## src/rtl/divider_if.sv

```systemverilog
// Handshake and operand/result bundle shared by the divider and its requester.
interface divider_if #(
    parameter int WIDTH = 32
);
    logic             start;
    logic             is_signed;
    logic [WIDTH-1:0] dividend;
    logic [WIDTH-1:0] divisor;
    logic             ready;
    logic             done;
    logic [WIDTH-1:0] quotient;
    logic [WIDTH-1:0] remainder;
    logic             div_by_zero;

    // Requester side: issues operands, observes status and results.
    modport master (
        output start, is_signed, dividend, divisor,
        input  ready, done, quotient, remainder, div_by_zero
    );

    // Divider side: consumes operands, produces status and results.
    modport slave (
        input  start, is_signed, dividend, divisor,
        output ready, done, quotient, remainder, div_by_zero
    );
endinterface

```

## src/rtl/divider.sv

```systemverilog
// Sequential restoring divider for MIPS DIV/DIVU.
// Works on magnitudes one quotient bit per cycle, then applies the result signs
// in a final fix-up cycle. Divide-by-zero skips the iterations entirely.
module divider #(
    parameter int WIDTH = 32
) (
    input  logic     clk,
    input  logic     reset,
    divider_if.slave bus
);
    localparam int CW = $clog2(WIDTH + 1);
    localparam logic [CW-1:0]    CNT_INIT = CW'(WIDTH);
    localparam logic [CW-1:0]    CNT_ONE  = {{(CW-1){1'b0}}, 1'b1};
    localparam logic [WIDTH-1:0] ONE_W    = {{(WIDTH-1){1'b0}}, 1'b1};
    localparam logic [WIDTH-1:0] ZERO_W   = {WIDTH{1'b0}};
    localparam logic [WIDTH-1:0] ONES_W   = {WIDTH{1'b1}};

    typedef enum logic [1:0] {
        S_IDLE = 2'd0,
        S_RUN  = 2'd1,
        S_FIX  = 2'd2
    } state_e;

    state_e           state_q;
    logic [CW-1:0]    count_q;
    logic [WIDTH-1:0] rem_q;       // partial remainder (magnitude)
    logic [WIDTH-1:0] quo_q;       // dividend bits shifting out, quotient bits shifting in
    logic [WIDTH-1:0] div_q;       // divisor magnitude
    logic             sign_q_q;    // negate quotient at fix-up
    logic             sign_r_q;    // negate remainder at fix-up
    logic             dz_q;        // current operation has a zero divisor
    logic             ready_q;
    logic             done_q;
    logic [WIDTH-1:0] quotient_q;
    logic [WIDTH-1:0] remainder_q;
    logic             div_by_zero_q;

    logic [WIDTH:0]   shifted_s;
    logic             fits_s;
    logic [WIDTH-1:0] trial_s;
    logic [WIDTH-1:0] rem_d;
    logic [WIDTH-1:0] quo_d;

    // Two's complement negate when requested.
    function automatic logic [WIDTH-1:0] cond_neg(input logic [WIDTH-1:0] v, input logic neg);
        if (neg) begin
            return (~v) + ONE_W;
        end else begin
            return v;
        end
    endfunction

    // Magnitude of an operand: negated only for signed operations with the MSB set.
    function automatic logic [WIDTH-1:0] magnitude(input logic [WIDTH-1:0] v, input logic is_signed);
        return cond_neg(v, is_signed & v[WIDTH-1]);
    endfunction

    // One restoring step: shift in the next dividend bit and subtract if the divisor fits.
    always_comb begin
        shifted_s = {rem_q, quo_q[WIDTH-1]};
        fits_s    = (shifted_s >= {1'b0, div_q});
        // When the divisor fits, the true difference is below 2^WIDTH, so the low bits suffice.
        trial_s   = shifted_s[WIDTH-1:0] - div_q;
        if (fits_s) begin
            rem_d = trial_s;
            quo_d = {quo_q[WIDTH-2:0], 1'b1};
        end else begin
            rem_d = shifted_s[WIDTH-1:0];
            quo_d = {quo_q[WIDTH-2:0], 1'b0};
        end
    end

    // Control FSM with datapath and registered outputs.
    always_ff @(posedge clk) begin
        if (reset) begin
            state_q       <= S_IDLE;
            count_q       <= {CW{1'b0}};
            rem_q         <= ZERO_W;
            quo_q         <= ZERO_W;
            div_q         <= ZERO_W;
            sign_q_q      <= 1'b0;
            sign_r_q      <= 1'b0;
            dz_q          <= 1'b0;
            ready_q       <= 1'b1;
            done_q        <= 1'b0;
            quotient_q    <= ZERO_W;
            remainder_q   <= ZERO_W;
            div_by_zero_q <= 1'b0;
        end else begin
            case (state_q)
                S_IDLE: begin
                    done_q <= 1'b0;
                    if (bus.start) begin
                        sign_q_q <= bus.is_signed & (bus.dividend[WIDTH-1] ^ bus.divisor[WIDTH-1]);
                        sign_r_q <= bus.is_signed & bus.dividend[WIDTH-1];
                        rem_q    <= ZERO_W;
                        count_q  <= CNT_INIT;
                        ready_q  <= 1'b0;
                        if (bus.divisor == ZERO_W) begin
                            // Keep the raw dividend; it becomes the remainder unchanged.
                            dz_q    <= 1'b1;
                            quo_q   <= bus.dividend;
                            div_q   <= ZERO_W;
                            state_q <= S_FIX;
                        end else begin
                            dz_q    <= 1'b0;
                            quo_q   <= magnitude(bus.dividend, bus.is_signed);
                            div_q   <= magnitude(bus.divisor, bus.is_signed);
                            state_q <= S_RUN;
                        end
                    end else begin
                        ready_q <= 1'b1;
                        state_q <= S_IDLE;
                    end
                end
                S_RUN: begin
                    rem_q   <= rem_d;
                    quo_q   <= quo_d;
                    count_q <= count_q - CNT_ONE;
                    if (count_q == CNT_ONE) begin
                        state_q <= S_FIX;
                    end else begin
                        state_q <= S_RUN;
                    end
                end
                S_FIX: begin
                    if (dz_q) begin
                        quotient_q    <= ONES_W;
                        remainder_q   <= quo_q;
                        div_by_zero_q <= 1'b1;
                    end else begin
                        quotient_q    <= cond_neg(quo_q, sign_q_q);
                        remainder_q   <= cond_neg(rem_q, sign_r_q);
                        div_by_zero_q <= 1'b0;
                    end
                    done_q  <= 1'b1;
                    ready_q <= 1'b1;
                    state_q <= S_IDLE;
                end
                default: begin
                    done_q  <= 1'b0;
                    ready_q <= 1'b1;
                    state_q <= S_IDLE;
                end
            endcase
        end
    end

    assign bus.ready       = ready_q;
    assign bus.done        = done_q;
    assign bus.quotient    = quotient_q;
    assign bus.remainder   = remainder_q;
    assign bus.div_by_zero = div_by_zero_q;
endmodule

```

## src/flat_wrapper.sv

```systemverilog
// flat-port wrapper written by rule: the top's interface ports become plain ports
module divider_flat 
#(
    parameter int WIDTH = 32
)
  (clk, reset, bus_start, bus_is_signed, bus_dividend, bus_divisor, bus_ready, bus_done, bus_quotient, bus_remainder, bus_div_by_zero);
  divider_if #(.WIDTH(WIDTH)) bus_i ();
  input  logic clk;
  input  logic reset;
  input wire logic [$bits(bus_i.start)-1:0] bus_start;
  input wire logic [$bits(bus_i.is_signed)-1:0] bus_is_signed;
  input wire logic [$bits(bus_i.dividend)-1:0] bus_dividend;
  input wire logic [$bits(bus_i.divisor)-1:0] bus_divisor;
  output wire logic [$bits(bus_i.ready)-1:0] bus_ready;
  output wire logic [$bits(bus_i.done)-1:0] bus_done;
  output wire logic [$bits(bus_i.quotient)-1:0] bus_quotient;
  output wire logic [$bits(bus_i.remainder)-1:0] bus_remainder;
  output wire logic [$bits(bus_i.div_by_zero)-1:0] bus_div_by_zero;
  assign bus_i.start = bus_start;
  assign bus_i.is_signed = bus_is_signed;
  assign bus_i.dividend = bus_dividend;
  assign bus_i.divisor = bus_divisor;
  assign bus_ready = bus_i.ready;
  assign bus_done = bus_i.done;
  assign bus_quotient = bus_i.quotient;
  assign bus_remainder = bus_i.remainder;
  assign bus_div_by_zero = bus_i.div_by_zero;
  divider #(.WIDTH(WIDTH)) u_core (.clk(clk), .reset(reset), .bus(bus_i));
endmodule
```

## config.mk

```make
export PLATFORM = sky130hd
export DESIGN_NAME = divider_flat
export DESIGN_NICKNAME = d
export VERILOG_FILES = /design/src/rtl/divider_if.sv /design/src/rtl/divider.sv /design/src/flat_wrapper.sv
export SDC_FILE = /design/constraint.sdc
export NUM_CORES = 1
export LEC_CHECK = 0
export CAP_MARGIN = 40
export CORE_UTILIZATION = 65
export CTS_CLUSTER_SIZE = 8
export DETAILED_ROUTE_END_ITERATION = 10
export DONT_BUFFER_PORTS = 1
export PLACE_DENSITY = 0.85
export SYNTH_ARGS = -nofsm -noshare
export SYNTH_HDL_FRONTEND = slang
export SYNTH_SLANG_ARGS = --single-unit
```

## constraint.sdc

```tcl
create_clock -name clk -period 4.75 [get_ports clk]
set_clock_uncertainty 0.15 [all_clocks]
set_input_delay 0.7125 -clock clk [delete_from_list [all_inputs] [get_ports clk]]
set_output_delay 0.7125 -clock clk [all_outputs]
set_load 0.05 [all_outputs]
```

---- Yosys cells after proc, flatten, opt, wreduce, memory -nomap -nowiden ----
Index checks and enable logic that the tools add are counted.
word-level totals
  register bits after elaboration ......... 174
  logic and storage cells ................. 62
operators by class
  add/subtract/negate cells ............... 6
  order comparisons ....................... 1
  eq/ne operators ......................... 4
  multiplexer cells ....................... 25
  bitwise operators ....................... 8
  reductions and logical operators ........ 5
operators with widths
  cell                                                                   number
  32-bit 2-to-1 mux                                                      11
  32-bit by 1-bit adder with 32-bit output, second input constant        4
  32-bit NOT                                                             4
  32-bit one-hot mux with 2 select lines                                 2
  33-bit by 32-bit >= comparator with 1-bit output                       1
  32-bit zero test                                                       1
  32-bit subtractor                                                      1
  6-bit one-hot mux with 2 select lines                                  1
  6-bit by 1-bit equality test with 1-bit output, second input constant  1
  2-bit 2-to-1 mux                                                       3
  6-bit 2-to-1 mux                                                       1
  6-bit by 1-bit subtractor with 6-bit output, second input constant     1
  1-bit 2-to-1 mux                                                       4
  1-bit one-hot mux with 2 select lines                                  2
  2-bit one-hot mux with 2 select lines                                  1
  2-bit AND reduction                                                    2
  1-bit AND                                                              3
  2-bit by 1-bit equality test with 1-bit output, second input constant  1
  2-bit equality test, second input constant                             1
  2-bit zero test                                                        1
  2-bit inequality test, second input constant                           1
  2-bit nonzero test                                                     1
  1-bit XOR                                                              1

---- Logic depth before layout (Yosys ltp) ----
Gate-level depths: netlist of run 1.
  depth in word-level cells ............... 6
  gate-level depth with buffers ........... 13

---- Worst setup path before layout of run 1 ----
Ideal clock, no wire load.
  path kind ............................... input port to flip-flop
  start point ............................. input bus_divisor[17]
  end point ............................... register u_core.quo_q[1]
  library setup time ...................... 0.128 ns
  arrival ................................. 3.192 ns
  setup slack ............................. 1.280 ns
  cell stages on the path ................. 10
  path buffers ............................ 2
  cell sequence ........................... or4_4 nor4b_4 nand4_2 or4_4 buf_6 and3_4 buf_6 mux2_4 a222oi_1 nor2_1
on the way
  word-level cells in the longest chain between the ends .. 4
ends and longest elaborated chain
  item                                    RTL line            text
  start: declaration                      flat_wrapper.sv:13  input wire logic [$bits(bus_i.divisor)-1:0] bus_divisor;
  32-bit zero test                        divider.sv:99       if (bus.divisor == ZERO_W) begin
  32-bit 2-to-1 mux                       divider.sv:99
  32-bit 2-to-1 mux                       divider.sv:93       if (bus.start) begin
  32-bit one-hot mux with 2 select lines  divider.sv:90       case (state_q)
  end signal: assignment                  divider.sv:102      quo_q <= bus.dividend;
  end signal: assignment                  divider.sv:107      quo_q <= magnitude(bus.dividend, bus.is_signed);
  end signal: assignment                  divider.sv:118      quo_q <= quo_d;
  end: declaration                        divider.sv:27       logic [WIDTH-1:0] quo_q;
No other way between the ends. The select of a mux whose other input is x is not followed.
A chain may end at the register's enable or synchronous reset.

---- Worst setup path after layout of run 1 ----
  start point ............................. register u_core.rem_q[2]
  end point ............................... register u_core.rem_q[1]
on the way
  word-level cells in the longest chain between the ends .. 3
ends and longest elaborated chain
  item                                              RTL line        text
  start: declaration                                divider.sv:26   logic [WIDTH-1:0] rem_q;
  start signal: assignment                          divider.sv:117  rem_q <= rem_d;
  33-bit by 32-bit >= comparator with 1-bit output  divider.sv:61   fits_s = (shifted_s >= {1'b0, div_q});
  32-bit 2-to-1 mux                                 divider.sv:64   if (fits_s) begin
  32-bit one-hot mux with 2 select lines            divider.sv:90
No other way between the ends.

==> results summary, run 1 <==
The total wire length after detailed routing came out at between 30 and 40 mm. Setup slack on the worst reg-to-reg path comes out at a little over 0.9 ns. The register area share after synthesis is between 30% and 40%. The register bit count reported by yosys is roughly 170. The first-pass iteration count of the detailed router came out at 6. The post-detailed-route via-to-cell ratio came out at about 6.7. The most common cell in the synthesized netlist is sky130_fd_sc_hd__dfxtp_1. Dividing the detail-routed wire length by the instance count gives 19.4 microns.

The biggest fanout along the worst timing path came out at 16. The summed negative setup slack over all endpoints is 0 ns. On the critical path, the stage with the largest delay is an instance of sky130_fd_sc_hd__nand2_1.

Along the worst hold path, the cell count comes to 1. The fraction of layout cells with a size suffix above 1 is approximately 5.6%. Buffers inserted during clock tree synthesis total 17. Max-cap violations in this run came to 0. The H-tree level count is 4. The most critical setup path has its startpoint at u_core.rem_q[2]. The slew of the pin with the lowest slew margin came out at between 0.7 and 0.8 ns. The ratio of total power to cell area is 340 mW/mm^2. The maximum count of clock buffers along a single path came out at 2.

After detailed routing, the number of remaining DRC violations is 0. TritonCTS built the clock tree. The commonest cells after synthesis are sky130_fd_sc_hd__dfxtp_1 (174), sky130_fd_sc_hd__nand2_1 (165), sky130_fd_sc_hd__nor2_1 (130). The cell family contributing the most delay on the critical path is compound AO/OA/AOI/OAI gates.

The number of pins exceeding their max-slew limit in the final report is 0. The remaining number of nets flagged by the antenna check after routing came out at 0. The row count is between 40 and 50.

In this run the critical register-to-register path is launched from u_core.rem_q[2]. In this run the clock root is driven by a sky130_fd_sc_hd__clkbuf_16. The first global-routing pass estimated approximately 50 mm of wire. The worst hold-check path type is in -> reg. The number of nets handed over by synthesis was about 1600. IR analysis of the VDD net gives a maximum drop of ~0.32 mV. Buffers inserted to repair hold after CTS numbered 0.

The count of final hold-check violations came out at 0. The number of port buffers came out at 0. The headroom to the max-slew limit came out at between 40% and 50%.

The highest clock frequency the design can meet is between 200 and 300 MHz. Yosys mapped a number of flops with a built-in enable equal to 0. The combined area of all synthesized cells is ~0.011 sq mm.

The die extent in y is roughly 130 microns. The final critical-path share of the clock period came out at between 80% and 90%. The insertion delay of the later-clocked pin in the worst-skew pair came out at around 0.43 ns. The type of the worst setup path is reg -> reg. The mean area per synthesized cell is about 7.7 sq um.

The share of Yosys cell area claimed by the top area cell type is between 30% and 40%. The area of the placeable core came out at roughly 0.017 sq mm. The total number of yosys warnings is 0. The TritonCTS sink count came out at approximately 170. The routability congestion estimate from global placement is about 0.99. Summed over all layers, the global routing overflow is 0. The antenna cell count came out at 0. The top cell type by total area after synthesis is sky130_fd_sc_hd__dfxtp_1.

Counting I/O delays and the setup requirement, the final critical path takes between 3 and 4 ns. The count of instances resized after the clock tree is built came out at 0. The number of placed instances, taps included, is ~1600. The post-synthesis instance total came out at 1469. The async set-or-reset flop fraction in the synthesized netlist is 0%.

The worst setup path is captured at a flop. Together, buffers and inverters on the worst path number 0. In this design, the stage delay of the slowest critical-path cell is ~0.53 ns. The initial antenna violation count came out at 0.

The count of cells in the finished layout, fillers not included, comes to ~1600. STA puts the critical path data required time at 4.91 ns. The post-place instance area came out at approximately 0.011 sq mm. The number of global-route vias before repair came out at around 10000. The chip width came out at between 100 and 150 microns. The critical path goes through ha_1, and2_1, a21oi_1, a21oi_1, o2111ai_1, a211o_1, a21o_1, nand2_1, a311o_1. The distinct cell type count of the synthesized netlist is 70. The area growth from synthesis to layout is 5.24%. The most frequent cell on the critical path is sky130_fd_sc_hd__a21oi_1. The count of endpoints failing setup in the final report is 0.

The logic depth of the worst setup path including buffers came out at 9. Detailed placement finished with a half-perimeter wire length of between 20 and 25 mm. Setup repair after global routing left no endpoint under its margin. The endpoint identified for the worst register-to-register timing path is u_core.rem_q[1]. The vias after detailed routing came out at roughly 11000.

The flow ran to the end, and the final reports show no timing, DRC or antenna violations. The critical path arrival came out at between 3 and 4 ns. The worst hold slack after final layout is approximately 0.20 ns. The initial utilization of the core area, before any placement, comes to between 60% and 70%. The clock input transition at the sequential cells of the worst setup and hold paths is ~0.070 ns.

For this design the static power due to leakage is around 4.4 nW. For this run, the total global-route usage over all layers was measured as 35.0%. The most used flip-flop cell after synthesis is sky130_fd_sc_hd__dfxtp_1. The overall die area came out at between 0.015 and 0.02 sq mm.

The post-CTS setup repair buffer count came out at 0. The number of cell instances on the worst register-to-register path came out at 9. Fill cells in the final layout number approximately 1400. In this run the worst setup path terminates at u_core.rem_q[1].

Sorting the synthesized cells by area gives the leading types as sky130_fd_sc_hd__dfxtp_1 (31%), sky130_fd_sc_hd__xor2_1 (6.5%), sky130_fd_sc_hd__nand2_1 (5.4%). Entering global routing, the biggest net connects ~140 pins. STA classifies the critical path startpoint as a flop. After the last flow step, the layout net total stands at around 1500. The first routing iteration left between 1000 and 1500 violations. The final instance area came out at between 0.01 and 0.015 sq mm. The I/O pin count came out at 135.
[worst min path at each step]
| stage | from | endpoint | slack [ns] |
|---|---|---|---|
| final | reset | u_core.div_q[5] | 0.20 |
| after detailed placement | u_core.div_q[31] | u_core.div_q[31] | 0.29 |
| after global routing | reset | u_core.div_q[5] | 0.19 |
| after floorplan | u_core.div_q[15] | u_core.div_q[15] | 0.28 |
| after global placement | u_core.div_q[22] | u_core.div_q[22] | 0.29 |
| after CTS | reset | u_core.bus.remainder[25] | 0.19 |
[cells by family (layout without fill, tap and decap cells)]
kind of cell,after synthesis,after routing,share of synthesized area (%)
compound gates,476,476,28.4
simple gates,462,462,19.4
flops,174,174,30.6
buf+inv,174,108,5.95
xor+xnor,140,140,10.8
fa+ha+maj,39,39,4.36
mux,4,4,0.407
[per-stage QoR]
stage / power, mW / worst slack [ns] / utilization (%)
global placement: 2.67 / 1.18 / 66.0
CTS: 4.05 / 1.06 / 69.7
global route: 4.25 / 0.767 / 69.7
detailed placement: 2.70 / 1.06 / 66.4
finish: 4.07 / 0.929 / 69.7
floorplan: 2.47 / 1.28 / -
[where the power goes]
part | switching (mW) | total, mW | internal [mW]
clock network | 0.632 | 1.37 | 0.733
registers | 0.119 | 1.65 | 1.53
logic | 0.650 | 1.05 | 0.402
total | 1.40 | 4.07 | 2.67
[sequential cells by signal (all words and copies together), names as in the netlist]
signal,count
u_core.bus.ready,1
u_core.bus.done,1
u_core.state_q,2
u_core.count_q,6
u_core.bus.remainder,32
u_core.div_q,32
u_core.quo_q,32
u_core.rem_q,32
u_core.bus.quotient,32
u_core.dz_q,1
u_core.sign_r_q,1
u_core.bus.div_by_zero,1
u_core.sign_q_q,1
[final cells by class]
| class | count | area [sq um] | area share, % |
|---|---|---|---|
| Clock buffer | 18 | 429 | 3.59 |
| Sequential cell | 174 | 3480 | 29.1 |
| Multi-Input combinational cell | 1121 | 7240 | 60.5 |
| Tap cell | 225 | 282 | 2.35 |
| Clock inverter | 13 | 131 | 1.10 |
| Timing Repair Buffer | 18 | 183 | 1.53 |
| Inverter | 59 | 221 | 1.85 |
[layer usage]
| layer | global-route usage (%) | share of wire, % | vias to the layer above |
|---|---|---|---|
| li1 | - | - | 5169 |
| met1 | 45.6 | 41 | 5078 |
| met2 | 54.9 | 46 | 575 |
| met3 | 6.92 | 8.7 | 112 |
| met4 | 17.9 | 4.4 | 0 |
| met5 | 0 | 0 | - |
[cell usage in the layout, fill, tap and decap left out, types with 29 or more instances in the layout]
master                     netlist  layout
sky130_fd_sc_hd__a21oi_1       101     100
sky130_fd_sc_hd__a211oi_1       53      53
sky130_fd_sc_hd__nand2_1       165     165
sky130_fd_sc_hd__o21ai_0        63      63
sky130_fd_sc_hd__o31ai_1        35      35
sky130_fd_sc_hd__nor2_1        130     128
sky130_fd_sc_hd__xor2_1         84      84
sky130_fd_sc_hd__ha_1           38      38
sky130_fd_sc_hd__o22ai_1        29      29
sky130_fd_sc_hd__dfxtp_1       174     174
sky130_fd_sc_hd__inv_1          58      58
sky130_fd_sc_hd__xnor2_1        56      56
sky130_fd_sc_hd__o211ai_1       64      64
sky130_fd_sc_hd__a22oi_1        33      33
No activity file was read; power rests on OpenSTA's default activity.
==> inputs of run 2 (changes only) <==
CORE_UTILIZATION = 59   (was 65)
PLACE_DENSITY = 0.82   (was 0.85)
clock period = 3.26 ns   (was 4.75 ns; I/O delays follow)
==> run 2 against run 1 <==
  * Design area grew 5.8%
  * Core utilization is 2.4 points lower
  * Register-to-register slack lost 0.84 ns
  * Sequential power increased by 45%
  * Combinational power increased by 66%
  * Cell count up 6.0%
  * Critical path type unchanged
  * First-iteration DRC count rose by 12%
  * Critical endpoint is now u_core.bus.quotient[28]
  * Routed wire length up 9.5%
  * Clock-buffer cell count increased by 2
  * Sequential cell count stayed put
==> results summary, run 2 (synthesized netlist as in run 1, its figures left out) <==
The flow ran to the end, and the final reports show no timing, DRC or antenna violations. Leaving out fill and tap cells, the most frequent cell in the layout is sky130_fd_sc_hd__dfxtp_1. CTS saw roughly 170 sinks. Traced cell by cell, the critical path runs through or3_1, nor4b_2, nand3_1, or3_1, or4_1, o21ai_0, xor2_1, a211oi_1. TritonCTS created 17 clock buffers. The cell with the largest stage delay on the worst path is sky130_fd_sc_hd__or4_1. The initial antenna violation count is 0. For the final routed database, the setup TNS stands at 0 ns.

The antenna cell count is 0. The placed wire-length estimate after detailed placement came out at around 24 mm. The leakage dissipation came out at between 4 and 5 nW. Cell internal power was estimated by the tool at between 4 and 5 mW. The tool flagged a number of max-cap violations equal to 0.

CTS built an H-tree with a depth of 4. STA classifies the critical path startpoint as a flop. The first-pass iteration count of the detailed router came out at 7.

The post-detailed-route wirelength per cell came out at 20.0 microns. The power share of the clock group is about 37%. The critical path arrival is 3.38 ns.

The first global-routing pass estimated around 54 mm of wire. The slew of the pin with the lowest slew margin came out at between 0.8 and 0.9 ns. In this run the power density over the cells is 513 mW/mm^2. The biggest cell delay along the critical path is ~0.46 ns.

The final critical-path share of the clock period came out at 97.4%. Along the worst hold path, the cell count comes to 1. The I/O pin count came out at 135. The overall die area came out at 0.0198 sq mm. The highest clock frequency the design can meet is around 310 MHz.

Setup repair after global routing could not meet its margin everywhere. In this run the deepest clock path goes through 2 buffers. In the global route stage, overall resource usage came out at 34.3%. The vias after detailed routing is between 10000 and 15000. By startpoint and endpoint, the worst setup path is classified as reg -> reg. The worst slack at placement is -0.0263 ns. The routability congestion estimate from global placement came out at around 1. The worst hold slack after final layout is around 0.020 ns. The count of nets left with antenna violations once routing finished came out at 0. Counting stages on the worst path, the most repeated cell is sky130_fd_sc_hd__or3_1.

Of the total power, the share spent switching nets is approximately a third. The number of global-route vias before repair came out at 10266. The number of non-filler instances in the completed layout came out at about 1700.

Of all nets on the critical path, the largest fanout is 6. The relative contribution of sequential cells to total power is between 30% and 40%. The area of the placeable core came out at between 0.015 and 0.02 sq mm. Global routing finished with a remaining overflow of 0. The worst path buffer plus inverter count came out at 0. Broken down by cell family, the worst path's largest delay share belongs to simple AND/OR/NAND/NOR gates. In the routed design, unresolved DRC markers number 0. The clock period minus final worst setup slack is roughly 3.2 ns. The net switching power figure is 2.13 mW. The row count came out at 50. The count of final hold-check violations came to 0. The cell count after placement is approximately 1700. The insertion delay of the later-clocked pin in the worst-skew pair is between 0.4 and 0.5 ns. The TritonCTS clock tree is done. In this run the vertical extent of the chip is ~140 microns. The count of nets after finishing came out at between 1500 and 2000. The logic depth of the worst setup path including buffers came out at 8. The maximum vdd drop is 0.499 mV. The type of destination of the critical path is a flop.

The library cells used most frequently in the layout, excluding fill and tap cells, are sky130_fd_sc_hd__dfxtp_1 (174), sky130_fd_sc_hd__nand2_1 (165), sky130_fd_sc_hd__nor2_1 (128). The fraction of layout cells with a size suffix above 1 came out at about 10%. The number of pins exceeding their max-slew limit in the final report came out at 0. For this block, the routed nets add up to 34.6 mm of wire.

The headroom to the max-slew limit is between 40% and 50%. The post-detailed-route via-to-cell ratio is between 6 and 7. The chip width is 141 microns. The count of endpoints failing setup in the final report came out at 0. Once the floorplan was initialized, standard cells occupied 60.4% of the core. The maximum number of pins on one net before global-route repair is a little over 70.

The required time of the critical path came out at 3.46 ns. Measured in cells, the most critical reg-to-reg path has a length of 8. After clock tree synthesis, the clock-pin slew on the worst setup and hold paths is roughly 0.07 ns. Input and output buffers added on the ports amount to 0. After the first detailed-routing iteration, the DRC count stood at approximately 1300. The cell chosen for the clock root is sky130_fd_sc_hd__clkbuf_16. The area overhead of the layout relative to synthesis is 11.4%. The path class of the tightest hold or removal check is in -> reg. The fraction of power consumed by combinational cells came out at about 27%. The setup slack of the critical path after layout came out at about 0.085 ns.
==> run 2: changes by cell type in the layout (fill, tap and decap cells not counted), moves of 3 or more <==
cell	before	now
sky130_fd_sc_hd__buf_4	14	70
sky130_fd_sc_hd__bufinv_16	1	6
sky130_fd_sc_hd__dlygate4sd3_1	0	5
sky130_fd_sc_hd__o21ai_0	63	60
sky130_fd_sc_hd__o21ai_1	0	3
sky130_fd_sc_hd__o41ai_1	18	15
sky130_fd_sc_hd__o41ai_2	0	3
==> run 2: worst paths after layout <==
path	slack [ns]	from	to
setup reg to reg	0.08	u_core.quo_q[3]	u_core.bus.quotient[28]
hold / removal	0.02	reset	u_core.bus.ready
hold reg to reg	0.31	u_core.div_q[17]	u_core.div_q[17]
setup / recovery	0.08	u_core.quo_q[3]	u_core.bus.quotient[28]
==> run 2: power by group through the flow <==
stage               clock network (mW)  logic, mW  registers, mW
floorplan                            0       1.22           2.38
global placement                     0       1.57           2.43
detailed placement                   0       1.60           2.42
CTS                               2.37       1.66           2.38
global route                      2.46       1.89           2.40
finish                            2.37       1.74           2.39
==> run 2: final cells by class <==
cell class / instances / area, sq um
Clock buffer: 20 / 437
Tap cell: 260 / 325
Inverter: 59 / 221
Timing Repair Buffer: 79 / 653
Fill cell: 1503 / 6160
Multi-Input combinational cell: 1121 / 7320
Clock inverter: 12 / 231
Sequential cell: 174 / 3480
==> run 2: timing repair <==
action | CTS | global route
hold buffers | 6 | 0
endpoints found under the setup margin | 2 | 30
endpoints found under the hold margin | 66 | 0
gates resized for setup | 2 | 15
pin swaps | 0 | 4
setup buffers | 0 | 1
==> run 2: through the flow <==
stage                     power [mW]  utilization, %  area (sq um)
after floorplan                 3.59               -         11400
after global routing            6.74            67.3         12700
after CTS                       6.41            66.9         12600
final                           6.50            67.3         12700
after detailed placement        4.03            62.9         11800
after global placement          4.00            62.7         11800
==> run 2: layer usage <==
layer / track usage, % / wire, microns / part of all wire [%] / up-vias
li1: - / - / - / 5293
met1: 44.0 / 14100 / 41 / 5307
met2: 55.3 / 15800 / 46 / 610
met3: 8.32 / 3420 / 9.9 / 109
met4: 13.9 / 1220 / 3.5 / 0
met5: 0 / 0 / 0 / -
